<file path="src/rtl/wb_b3_burst_master_pkg.sv">
// Shared Wishbone B3 constants and the burst master FSM encoding.
// The cycle-type and burst-type codes are used by both initiator and responder logic.
package wb_b3_pkg;

  localparam logic [2:0] CTI_CLASSIC = 3'b000;
  localparam logic [2:0] CTI_CONST   = 3'b001;
  localparam logic [2:0] CTI_INC     = 3'b010;
  localparam logic [2:0] CTI_EOB     = 3'b111;

  localparam logic [1:0] BTE_LINEAR  = 2'b00;
  localparam logic [1:0] BTE_WRAP4   = 2'b01;
  localparam logic [1:0] BTE_WRAP8   = 2'b10;
  localparam logic [1:0] BTE_WRAP16  = 2'b11;

  typedef enum logic [1:0] {
    ST_IDLE = 2'd0,
    ST_BUS  = 2'd1,
    ST_DONE = 2'd2
  } state_e;

endpackage

</file>
<file path="src/rtl/wb_b3_burst_master_if.sv">
// Wishbone B3 bus bundle between the burst master and a responder.
// Signal names keep the initiator-side _o/_i suffixes used on the bus.
interface wb_b3_burst_master_if #(
  parameter int aw = 32
);
  logic [aw-1:0] wb_adr_o;
  logic [31:0]   wb_dat_o;
  logic [3:0]    wb_sel_o;
  logic          wb_we_o;
  logic [1:0]    wb_bte_o;
  logic [2:0]    wb_cti_o;
  logic          wb_cyc_o;
  logic          wb_stb_o;
  logic [31:0]   wb_dat_i;
  logic          wb_ack_i;
  logic          wb_err_i;
  logic          wb_rty_i;

  modport master (
    output wb_adr_o, wb_dat_o, wb_sel_o, wb_we_o, wb_bte_o, wb_cti_o, wb_cyc_o, wb_stb_o,
    input  wb_dat_i, wb_ack_i, wb_err_i, wb_rty_i
  );

  modport slave (
    input  wb_adr_o, wb_dat_o, wb_sel_o, wb_we_o, wb_bte_o, wb_cti_o, wb_cyc_o, wb_stb_o,
    output wb_dat_i, wb_ack_i, wb_err_i, wb_rty_i
  );
endinterface

</file>
<file path="src/rtl/wb_b3_burst_master_adr_gen.sv">
// Next word address for a Wishbone B3 incrementing burst, honouring the BTE wrap size.
// Works on word addresses so that byte-offset bits never enter the arithmetic.
module wb_b3_adr_gen
  import wb_b3_pkg::*;
#(
  parameter int aw = 32
) (
  input  logic [aw-3:0] word,
  input  logic [1:0]    bte,
  output logic [aw-3:0] next_word
);

  logic [aw-3:0] inc;
  logic [aw-3:0] mask;

  always_comb begin
    inc = word + (aw-2)'(1);
    // Only the bits under the mask advance; bits above are held for wrapping bursts.
    case (bte)
      BTE_WRAP4:  mask = (aw-2)'(3);
      BTE_WRAP8:  mask = (aw-2)'(7);
      BTE_WRAP16: mask = (aw-2)'(15);
      default:    mask = '1;
    endcase
    next_word = (word & ~mask) | (inc & mask);
  end

endmodule

</file>
<file path="src/rtl/wb_b3_burst_master.sv">
// Wishbone B3 burst initiator: one command in, one CTI/BTE-tagged registered-feedback cycle out.
// Read data streams out without backpressure; write data passes through a one-entry holding register.
module wb_b3_burst_master
  import wb_b3_pkg::*;
#(
  parameter int aw    = 32,
  parameter int len_w = 8
) (
  input  logic                 wb_clk_i,
  input  logic                 wb_rst_i,
  // Handshakes (cmd, wr): a transfer occurs on a rising edge where valid and ready are both
  // high; valid never waits on ready, ready may depend combinationally on bus state.
  input  logic                 cmd_valid_i,
  output logic                 cmd_ready_o,
  input  logic [aw-1:0]        cmd_adr_i,
  input  logic [len_w-1:0]     cmd_len_i,
  input  logic                 cmd_we_i,
  input  logic [1:0]           cmd_bte_i,
  input  logic [31:0]          wr_data_i,
  input  logic                 wr_valid_i,
  output logic                 wr_ready_o,
  output logic [31:0]          rd_data_o,
  output logic                 rd_valid_o,
  output logic                 done_o,
  output logic                 err_o,
  wb_b3_burst_master_if.master wb,
  output state_e               dbg_state
);

  typedef logic [len_w:0] cnt_t;
  localparam cnt_t ONE = cnt_t'(1);

  state_e        state;
  logic [aw-3:0] adr_w;
  logic [aw-3:0] adr_w_next;
  cnt_t          remaining;
  cnt_t          unloaded;
  logic          we;
  logic [1:0]    bte;
  logic          hold_valid;
  logic [31:0]   hold;
  logic          err_q;
  logic          ack;
  logic          term;
  logic          wr_fire;
  logic          cmd_fire;
  logic          unused_adr_bits;

  // Byte-offset bits of the command address are dropped; the bus only sees word addresses.
  assign unused_adr_bits = ^cmd_adr_i[1:0];

  wb_b3_adr_gen #(.aw(aw)) u_adr_gen (
    .word      (adr_w),
    .bte       (bte),
    .next_word (adr_w_next)
  );

  assign cmd_ready_o = (state == ST_IDLE);
  assign cmd_fire    = cmd_valid_i & cmd_ready_o;

  assign wb.wb_cyc_o = (state == ST_BUS);
  assign wb.wb_stb_o = wb.wb_cyc_o & (!we | hold_valid);
  assign wb.wb_adr_o = {adr_w, 2'b00};
  assign wb.wb_dat_o = hold;
  assign wb.wb_sel_o = 4'hf;
  assign wb.wb_we_o  = we;
  assign wb.wb_bte_o = bte;
  assign wb.wb_cti_o = !wb.wb_cyc_o      ? CTI_CLASSIC :
                       (remaining > ONE) ? CTI_INC     : CTI_EOB;

  // A registered-feedback slave may still hold ack after stb drops; only strobed acks count.
  assign ack  = wb.wb_stb_o & wb.wb_ack_i;
  assign term = wb.wb_stb_o & (wb.wb_err_i | wb.wb_rty_i);

  // The holding register can refill in the same cycle its beat is acked, sustaining one beat per clock.
  assign wr_ready_o = wb.wb_cyc_o & we & (unloaded != '0) & (!hold_valid | ack);
  assign wr_fire    = wr_ready_o & wr_valid_i;

  assign done_o    = (state == ST_DONE);
  assign err_o     = done_o & err_q;
  assign dbg_state = state;

  always_ff @(posedge wb_clk_i) begin
    if (wb_rst_i) begin
      state      <= ST_IDLE;
      adr_w      <= '0;
      remaining  <= '0;
      unloaded   <= '0;
      we         <= 1'b0;
      bte        <= '0;
      hold_valid <= 1'b0;
      hold       <= '0;
      err_q      <= 1'b0;
      rd_data_o  <= '0;
      rd_valid_o <= 1'b0;
    end else begin
      rd_valid_o <= 1'b0;
      unique case (state)
        ST_IDLE: begin
          if (cmd_fire) begin
            state      <= ST_BUS;
            adr_w      <= cmd_adr_i[aw-1:2];
            remaining  <= cnt_t'(cmd_len_i) + ONE;
            unloaded   <= cnt_t'(cmd_len_i) + ONE;
            we         <= cmd_we_i;
            bte        <= cmd_bte_i;
            hold_valid <= 1'b0;
            err_q      <= 1'b0;
          end
        end
        ST_BUS: begin
          if (wr_fire) begin
            hold       <= wr_data_i;
            hold_valid <= 1'b1;
            unloaded   <= unloaded - ONE;
          end else if (ack) begin
            hold_valid <= 1'b0;
          end
          if (!we && ack) begin
            rd_data_o  <= wb.wb_dat_i;
            rd_valid_o <= 1'b1;
          end
          // Error and retry both end the command; pending beats and any held write word are dropped.
          if (term) begin
            err_q      <= 1'b1;
            hold_valid <= 1'b0;
            state      <= ST_DONE;
          end else if (ack) begin
            adr_w     <= adr_w_next;
            remaining <= remaining - ONE;
            if (remaining == ONE) state <= ST_DONE;
          end
        end
        ST_DONE: state <= ST_IDLE;
        default: state <= ST_IDLE;
      endcase
    end
  end

endmodule

</file>
<file path="src/flat_wrapper.sv">
// flat-port wrapper written by rule: the top's interface ports become plain ports
module wb_b3_burst_master_flat import wb_b3_pkg::*;
#(
  parameter int aw    = 32,
  parameter int len_w = 8
)
  (wb_clk_i, wb_rst_i, cmd_valid_i, cmd_ready_o, cmd_adr_i, cmd_len_i, cmd_we_i, cmd_bte_i, wr_data_i, wr_valid_i, wr_ready_o, rd_data_o, rd_valid_o, done_o, err_o, dbg_state, wb_wb_adr_o, wb_wb_dat_o, wb_wb_sel_o, wb_wb_we_o, wb_wb_bte_o, wb_wb_cti_o, wb_wb_cyc_o, wb_wb_stb_o, wb_wb_dat_i, wb_wb_ack_i, wb_wb_err_i, wb_wb_rty_i);
  wb_b3_burst_master_if #(.aw(aw)) wb_i ();
  input  logic wb_clk_i;
  input  logic wb_rst_i;
  input  logic cmd_valid_i;
  output logic cmd_ready_o;
  input  logic [aw-1:0] cmd_adr_i;
  input  logic [len_w-1:0] cmd_len_i;
  input  logic cmd_we_i;
  input  logic [1:0] cmd_bte_i;
  input  logic [31:0] wr_data_i;
  input  logic wr_valid_i;
  output logic wr_ready_o;
  output logic [31:0] rd_data_o;
  output logic rd_valid_o;
  output logic done_o;
  output logic err_o;
  output state_e dbg_state;
  output wire logic [$bits(wb_i.wb_adr_o)-1:0] wb_wb_adr_o;
  output wire logic [$bits(wb_i.wb_dat_o)-1:0] wb_wb_dat_o;
  output wire logic [$bits(wb_i.wb_sel_o)-1:0] wb_wb_sel_o;
  output wire logic [$bits(wb_i.wb_we_o)-1:0] wb_wb_we_o;
  output wire logic [$bits(wb_i.wb_bte_o)-1:0] wb_wb_bte_o;
  output wire logic [$bits(wb_i.wb_cti_o)-1:0] wb_wb_cti_o;
  output wire logic [$bits(wb_i.wb_cyc_o)-1:0] wb_wb_cyc_o;
  output wire logic [$bits(wb_i.wb_stb_o)-1:0] wb_wb_stb_o;
  input wire logic [$bits(wb_i.wb_dat_i)-1:0] wb_wb_dat_i;
  input wire logic [$bits(wb_i.wb_ack_i)-1:0] wb_wb_ack_i;
  input wire logic [$bits(wb_i.wb_err_i)-1:0] wb_wb_err_i;
  input wire logic [$bits(wb_i.wb_rty_i)-1:0] wb_wb_rty_i;
  assign wb_wb_adr_o = wb_i.wb_adr_o;
  assign wb_wb_dat_o = wb_i.wb_dat_o;
  assign wb_wb_sel_o = wb_i.wb_sel_o;
  assign wb_wb_we_o = wb_i.wb_we_o;
  assign wb_wb_bte_o = wb_i.wb_bte_o;
  assign wb_wb_cti_o = wb_i.wb_cti_o;
  assign wb_wb_cyc_o = wb_i.wb_cyc_o;
  assign wb_wb_stb_o = wb_i.wb_stb_o;
  assign wb_i.wb_dat_i = wb_wb_dat_i;
  assign wb_i.wb_ack_i = wb_wb_ack_i;
  assign wb_i.wb_err_i = wb_wb_err_i;
  assign wb_i.wb_rty_i = wb_wb_rty_i;
  wb_b3_burst_master #(.aw(aw), .len_w(len_w)) u_core (.wb_clk_i(wb_clk_i), .wb_rst_i(wb_rst_i), .cmd_valid_i(cmd_valid_i), .cmd_ready_o(cmd_ready_o), .cmd_adr_i(cmd_adr_i), .cmd_len_i(cmd_len_i), .cmd_we_i(cmd_we_i), .cmd_bte_i(cmd_bte_i), .wr_data_i(wr_data_i), .wr_valid_i(wr_valid_i), .wr_ready_o(wr_ready_o), .rd_data_o(rd_data_o), .rd_valid_o(rd_valid_o), .done_o(done_o), .err_o(err_o), .wb(wb_i), .dbg_state(dbg_state));
endmodule
</file>
<file path="config.mk">
export PLATFORM = sky130hd
export DESIGN_NAME = wb_b3_burst_master_flat
export DESIGN_NICKNAME = d
export VERILOG_FILES = /design/src/rtl/wb_b3_burst_master_pkg.sv /design/src/rtl/wb_b3_burst_master_if.sv /design/src/rtl/wb_b3_burst_master_adr_gen.sv /design/src/rtl/wb_b3_burst_master.sv /design/src/flat_wrapper.sv
export SDC_FILE = /design/constraint.sdc
export NUM_CORES = 1
export LEC_CHECK = 0
export BUFFER_PORTS_ARGS = -buffer_cell sky130_fd_sc_hd__buf_2
export CORE_UTILIZATION = 30
export CTS_CLUSTER_SIZE = 40
export DETAILED_ROUTE_END_ITERATION = 16
export GPL_TIMING_DRIVEN = 1
export SLEW_MARGIN = 20
export SYNTH_ARGS = -nofsm -noshare
export SYNTH_HDL_FRONTEND = slang
export SYNTH_SLANG_ARGS = --single-unit
</file>
<file path="constraint.sdc">
create_clock -name wb_clk_i -period 2.42 [get_ports wb_clk_i]
set_input_delay 0.363 -clock wb_clk_i [delete_from_list [all_inputs] [get_ports wb_clk_i]]
set_output_delay 0.363 -clock wb_clk_i [all_outputs]
set_load 0.05 [all_outputs]
</file>
==> results.sh, run 1 <==
export IMPL_avgSynthCellArea_um2=7.41
export IMPL_peakVddDrop_mv=0.499
export IMPL_synth_area_top_cells="dfxtp_1 (41%), nand2_1 (13%), a21oi_1 (11%), o21ai_0 (3.9%), clkbuf_1 (2.6%)"
export IMPL_wl_um=19100
export IMPL_cts_buffer_depth=2
export IMPL_slew_viol_final=0
export IMPL_drc_errors=0
export IMPL_rsz0062_at_grt="false"
export IMPL_p_switching_uw=1960
export IMPL_dieWidth_um=142
export IMPL_grt_max_degree=46
export IMPL_p_int_uw=3880
export IMPL_ctsHoldBuffers=0
export IMPL_yosysTopAreaCell="dfxtp_1"
export IMPL_synth_top_area_share_pct=41.1
export IMPL_syn_inst=789
export IMPL_cellLeakagePower_uw=0.00330
export IMPL_grt_pass1_vias=5962
export IMPL_worstPathMaxFanout=7
export IMPL_dr_pass1_iters=5
export IMPL_cp_end_kind="output pin"
export IMPL_ys_seq_area_share_pct=41.1
export IMPL_tightestPinTransition_ps=488
export IMPL_port_buffers=220
export IMPL_crit_type="reg -> out"
export IMPL_r2r_slack_ps=270
export IMPL_cts_tree="done"
export IMPL_place_gp_congestion=0.837
export IMPL_ant_nets=0
export IMPL_core_area_um2=18900
export IMPL_hold_violations=0
export IMPL_dieArea_um2=20100
export IMPL_path_clk_slew_ps=70
export IMPL_antenna_found_initial=2
export IMPL_cts_made_buffers=17
export IMPL_fin_worst_skew_ps=11.4
export IMPL_crit_required_ps=2060
export IMPL_ys_warn_count=0
export IMPL_synth_common_cells="nand2_1 (196), a21oi_1 (124), dfxtp_1 (120), o21ai_0 (46), clkbuf_1 (41)"
export IMPL_synth_async_reset_ratio_pct=0
export IMPL_final_layout_size_suffix_gt1_share_pct=28.9
export IMPL_cap_violations=0
export IMPL_nNetsFinal=1114
export IMPL_seq_power_share_pct=37.6
export IMPL_drtIter0Drc=393
export IMPL_die_h_um=142
export IMPL_synth_area_um2=5850
export IMPL_fillers=2015
export IMPL_clkPwrFrac_pct=43.7
export IMPL_worstPathArrival_ps=1900
export IMPL_fin_hold_ws_ps=175
export IMPL_wire_per_inst_um=15.1
export IMPL_cts_max_level=4
export IMPL_p_sw_share_pct=33.5
export IMPL_fmax_mhz=442
export IMPL_relSlewSlack_pct=67.2
export IMPL_syn2layout_area_growth_pct=34.1
export IMPL_status="complete, no violations"
export IMPL_io_pins=229
export IMPL_start_util_pct=31.0
export IMPL_dp_cells=1234
export IMPL_period_share_pct=93.5
export IMPL_post_cts_buffers=0
export IMPL_via_per_inst=5.03
export IMPL_critPathLaunchType="register"
export IMPL_slowest_stage="dfxtp_1"
export IMPL_grtUsageTotal_pct=18.8
export IMPL_cts_resized=0
export IMPL_num_rows=50
export IMPL_synth_flop_cell="dfxtp_1"
export IMPL_via_count=6377
export IMPL_cts_sinks=120
export IMPL_yosysMostFrequentCell="nand2_1"
export IMPL_synth_edff_count=0
export IMPL_clkLatencyLatePin_ps=420
export IMPL_hold_path_class="in -> reg"
export IMPL_power_density_nw_per_um2=744
export IMPL_grt_ovfl_total=0
export IMPL_slowest_delay_ps=360
export IMPL_cts_root_buf="clkbuf_16"
export IMPL_power_total_uw=5840
export IMPL_stdcell_count=1268
export IMPL_setup_viol=0
export IMPL_path_cells="inv_1 > ha_1 > nand4b_1 > and2_1 > buf_2"
export IMPL_synth_seq_cells=120
export IMPL_p_comb_share_pct=18.8
export IMPL_detailed_place_hpwl_um=13300
export IMPL_grt_pass1_wl_um=29800
export IMPL_synthDistinctLibCells=59
export IMPL_fin_crit_ps=2260
worst paths after layout:
| check | cells after the start | end | startpoint |
|---|---|---|---|
| setup / recovery | 5 | wr_ready_o | u_core.unloaded[0]$_SDFFE_PP0P_ |
| hold reg to reg | 2 | u_core.rd_data_o[8]$_SDFFE_PP0P_ | u_core.rd_data_o[8]$_SDFFE_PP0P_ |
| hold / removal | 3 | u_core.wb.wb_dat_o[5]$_SDFFE_PP0P_ | wr_data_i[5] |
| setup reg to reg | 6 | register | u_core.adr_w[0]$_SDFFE_PP0P_ |
final cells by class:
class	count	area, um^2	area share (%)
Antenna cell	2	5.00	0.0638
Sequential cell	120	2410	30.7
Inverter	15	60.1	0.765
Timing Repair Buffer	243	1330	16.9
Clock inverter	15	156	1.99
Multi-Input combinational cell	596	3140	40.0
Tap cell	260	325	4.15
Clock buffer	17	425	5.42
layout by cell type, fill, tap and decap left out, types with 7 or more instances in the layout:
cell and n:
nand2_1 196, o21ai_0 46, nand4_1 11, a31oi_1 10, nand3_1 17, inv_6 7, dfxtp_1 117, or3_1 7
and3_1 10, o31ai_1 9, clkbuf_16 17, a21oi_1 124, buf_2 219, inv_1 14, nor2_1 34, o31a_1 7
ha_1 7, buf_4 20, nor4_1 11, nor3_1 14
power by group through the flow:
stage / combinational, uW / clock (uW) / sequential, uW
6_report: 1090 / 2550 / 2190
5_1_grt: 1190 / 2710 / 2210
4_1_cts: 1100 / 2620 / 2190
3_5_place_dp: 1090 / 0 / 2230
3_3_place_gp: 1090 / 0 / 2230
2_1_floorplan: 525 / 0 / 2450
worst max-delay path: cells and delay by family (launching register included):
kind | cells | cell delay, ps
adder cells (fa/ha/maj) | 1 | 300
AND/OR/NAND/NOR | 2 | 530
flip-flops | 1 | 360
buffers and inverters | 2 | 290
routing by layer:
metal | vias up | GRT usage [%] | wire length, um
met3 | 17 | 5.97 | 1310
met5 | - | 0 | 0
li1 | 3191 | - | -
met4 | 0 | 4.98 | 225
met2 | 202 | 30.8 | 8950
met1 | 2967 | 23.6 | 8650
stage by stage:
step	instance area, um^2	setup WS, ps	util (%)	setup TNS (ps)
after floorplan	5870	-20.6	-	-21.9
after global placement	7250	329	38.4	0
after detailed placement	7250	290	38.4	0
after CTS	7840	44.1	41.5	0
after global routing	7840	24.1	41.5	0
final	7850	157	41.5	0
kinds of logic (layout without fill, tap and decap cells):
group | after synthesis | after routing | synth area share (%)
buffers and inverters | 77 | 290 | 5.69
AO/OA/AOI/OAI | 236 | 236 | 23.7
other | 2 | 8 | 0.128
multiplexers | 1 | 1 | 0.171
XOR/XNOR | 3 | 3 | 0.449
AND/OR/NAND/NOR | 343 | 343 | 27.3
flip-flops | 120 | 120 | 41.1
adder cells (fa/ha/maj) | 7 | 7 | 1.50
(Power assumes the default switching activity.)
==> run 2, diff against run 1 <==
--- a/config.mk
+++ b/config.mk
@@ -6,11 +6,14 @@
 export NUM_CORES = 1
 export LEC_CHECK = 0
 export BUFFER_PORTS_ARGS = -buffer_cell sky130_fd_sc_hd__buf_2
+export CORE_ASPECT_RATIO = 0.9
 export CORE_UTILIZATION = 30
 export CTS_CLUSTER_SIZE = 40
 export DETAILED_ROUTE_END_ITERATION = 16
 export GPL_TIMING_DRIVEN = 1
+export HOLD_SLACK_MARGIN = 0.12
 export SLEW_MARGIN = 20
 export SYNTH_ARGS = -nofsm -noshare
 export SYNTH_HDL_FRONTEND = slang
+export SYNTH_HIERARCHICAL = 1
 export SYNTH_SLANG_ARGS = --single-unit
==> results.sh, run 2 <==
export IMPL_status="complete, no violations"
export IMPL_crit_required_ps=2060
export IMPL_num_rows=47
export IMPL_fmax_mhz=438
export IMPL_ant_nets=0
export IMPL_core_area_um2=18600
export IMPL_synth_area_um2=5770
export IMPL_grt_pass1_vias=5293
export IMPL_synth_area_top_cells="dfxtp_1 (42%), nand2_1 (15%), a21oi_1 (8.0%), a311oi_1 (4.9%), nor2_1 (3.8%)"
export IMPL_wl_um=17100
export IMPL_clkLatencyLatePin_ps=410
export IMPL_antenna_found_initial=0
export IMPL_grt_pass1_wl_um=27000
export IMPL_period_share_pct=94.3
export IMPL_cts_root_buf="clkbuf_16"
export IMPL_hold_violations=0
export IMPL_synth_seq_cells=120
export IMPL_worstSetupPathDepth=4
export IMPL_slew_viol_final=0
export IMPL_grt_max_degree=87
export IMPL_yosysMostFrequentCell="nand2_1"
export IMPL_hold_path_class="in -> reg"
export IMPL_detailed_place_hpwl_um=12200
export IMPL_ctsHoldBuffers=0
export IMPL_synth_flop_cell="dfxtp_1"
export IMPL_cap_violations=0
export IMPL_yosysTopAreaCell="dfxtp_1"
export IMPL_via_per_inst=4.73
export IMPL_fin_crit_ps=2280
export IMPL_synth_top_area_share_pct=41.6
export IMPL_cts_sinks=120
export IMPL_cp_end_kind="output pin"
export IMPL_cts_made_buffers=17
export IMPL_final_cell_mix="nand2_1 (223), buf_2 (218), dfxtp_1 (119), a21oi_1 (92), nor2_1 (57)"
export IMPL_ys_seq_area_share_pct=41.6
export IMPL_relSlewSlack_pct=55.8
export IMPL_fin_area_um2=7700
export IMPL_fin_ws_ps=137
export IMPL_place_area_um2=7070
export IMPL_place_gp_congestion=0.816
export IMPL_drtIter0Drc=364
export IMPL_slowest_delay_ps=420
export IMPL_ys_warn_count=6
export IMPL_synth_edff_count=0
export IMPL_cts_buffer_depth=2
export IMPL_power_density_nw_per_um2=777
export IMPL_avgSynthCellArea_um2=7.60
export IMPL_start_util_pct=31.1
export IMPL_port_buffers=220
export IMPL_syn_inst=759
export IMPL_peakVddDrop_mv=0.437
export IMPL_whs_path_depth=3
export IMPL_layout_commonest_cell="nand2_1"
export IMPL_cp_num_buf_inv=1
export IMPL_grt_ovfl_total=0
export IMPL_via_count=5782
export IMPL_setup_viol=0
export IMPL_cts_max_level=4
export IMPL_critPathLaunchType="register"
export IMPL_grtUsageTotal_pct=17.3
export IMPL_synthDistinctLibCells=60
export IMPL_cellLeakagePower_uw=0.00332
export IMPL_synth_common_cells="nand2_1 (223), dfxtp_1 (120), a21oi_1 (92), nor2_1 (59), a311oi_1 (32)"
export IMPL_nNetsFinal=1085
export IMPL_tns_ps=0
export IMPL_path_clk_slew_ps=60
export IMPL_crit_type="reg -> out"
export IMPL_dieWidth_um=148
export IMPL_syn2layout_area_growth_pct=33.4
export IMPL_post_cts_buffers=0
export IMPL_drc_errors=0
export IMPL_worstPathMaxFanout=6
export IMPL_final_layout_size_suffix_gt1_share_pct=29.7
export IMPL_die_h_um=134
export IMPL_slowest_stage="or3_1"
export IMPL_place_ws_ps=340
export IMPL_synth_async_reset_ratio_pct=0
export IMPL_io_pins=229
export IMPL_dieArea_um2=19800
export IMPL_cts_tree="done"
export IMPL_dr_pass1_iters=4
export IMPL_path_cells="or3_1 > nor3_2 > o211a_4 > buf_2"
export IMPL_fin_util_pct=41.4
export IMPL_n_antenna_cell=0
export IMPL_worstPathArrival_ps=1920
export IMPL_tightestPinTransition_ps=654
export IMPL_fin_worst_skew_ps=11.1
export IMPL_crit_family="simple AND/OR/NAND/NOR gates"
export IMPL_rsz0062_at_grt="false"
export IMPL_reg2reg_depth=8
export IMPL_wire_per_inst_um=14.0
run 2: worst register-to-register path: stages (launching register included):
cell and delay (ps):
dfxtp_1 410, ha_1 220, nand3_1 230, nor2_1 340
buf_4 200, nand4b_1 120, xnor2_1 180, nand2_1 60
a311oi_1 230
run 2: cells by family (layout without fill, tap and decap cells):
| family | Yosys count | in the layout | share of synthesized area, % |
|---|---|---|---|
| AO/OA/AOI/OAI | 163 | 163 | 17.5 |
| XOR/XNOR | 33 | 33 | 5.01 |
| adder cells (fa/ha/maj) | 7 | 7 | 1.52 |
| buffers and inverters | 67 | 281 | 5.98 |
| flip-flops | 120 | 120 | 41.6 |
| multiplexers | 2 | 2 | 0.347 |
| other | 2 | 6 | 0.130 |
| AND/OR/NAND/NOR | 365 | 365 | 27.9 |
run 2: final timing paths:
check / from / endpoint / slack, ps
setup / recovery: u_core/remaining[2]$_SDFFE_PP0P_ / wb_wb_cti_o[0] / 140
hold / removal: wr_data_i[9] / u_core/wb.wb_dat_o[9]$_SDFFE_PP0P_ / 190
hold reg to reg: u_core/rd_data_o[22]$_SDFFE_PP0P_ / u_core/rd_data_o[22]$_SDFFE_PP0P_ / 450
setup reg to reg: u_core/adr_w[0]$_SDFFE_PP0P_ / u_core/adr_w[24]$_SDFFE_PP0P_ / 320
run 2: timing repair:
action,in CTS,in global routing
hold endpoints to repair,0,0
resized for setup,1,3
cloned,0,0
setup endpoints to repair,1,3
run 2: through the flow:
step,instances,hold WS [ps],power (uW)
finish,1222,192,5980
global placement,1190,439,3400
CTS,1222,170,6060
global route,1222,163,6280
floorplan,763,453,3080
detailed placement,1190,444,3410
run 2: metal layers:
metal,vias to the layer above,share of wire [%],global-route usage (%)
met5,-,0,0
met1,2605,47,22.6
met2,154,46,27.4
li1,3005,-,-
met4,0,1.9,5.73
met3,18,4.7,4.62
run 2: area by class of cell:
class                           instances  area [um^2]
Clock buffer                           19          443
Tap cell                              245          307
Fill cell                            1966        10900
Sequential cell                       120         2400
Multi-Input combinational cell        576         3060
Inverter                               10         42.5
Timing Repair Buffer                  239         1270
Clock inverter                         13          170
run 2: report_power, final:
part | leakage, uW | switching (uW) | internal [uW] | total [uW]
combinational | 0.00205 | 783 | 364 | 1150
sequential | 0.000979 | 127 | 2090 | 2210
clock | 0.000290 | 960 | 1660 | 2620
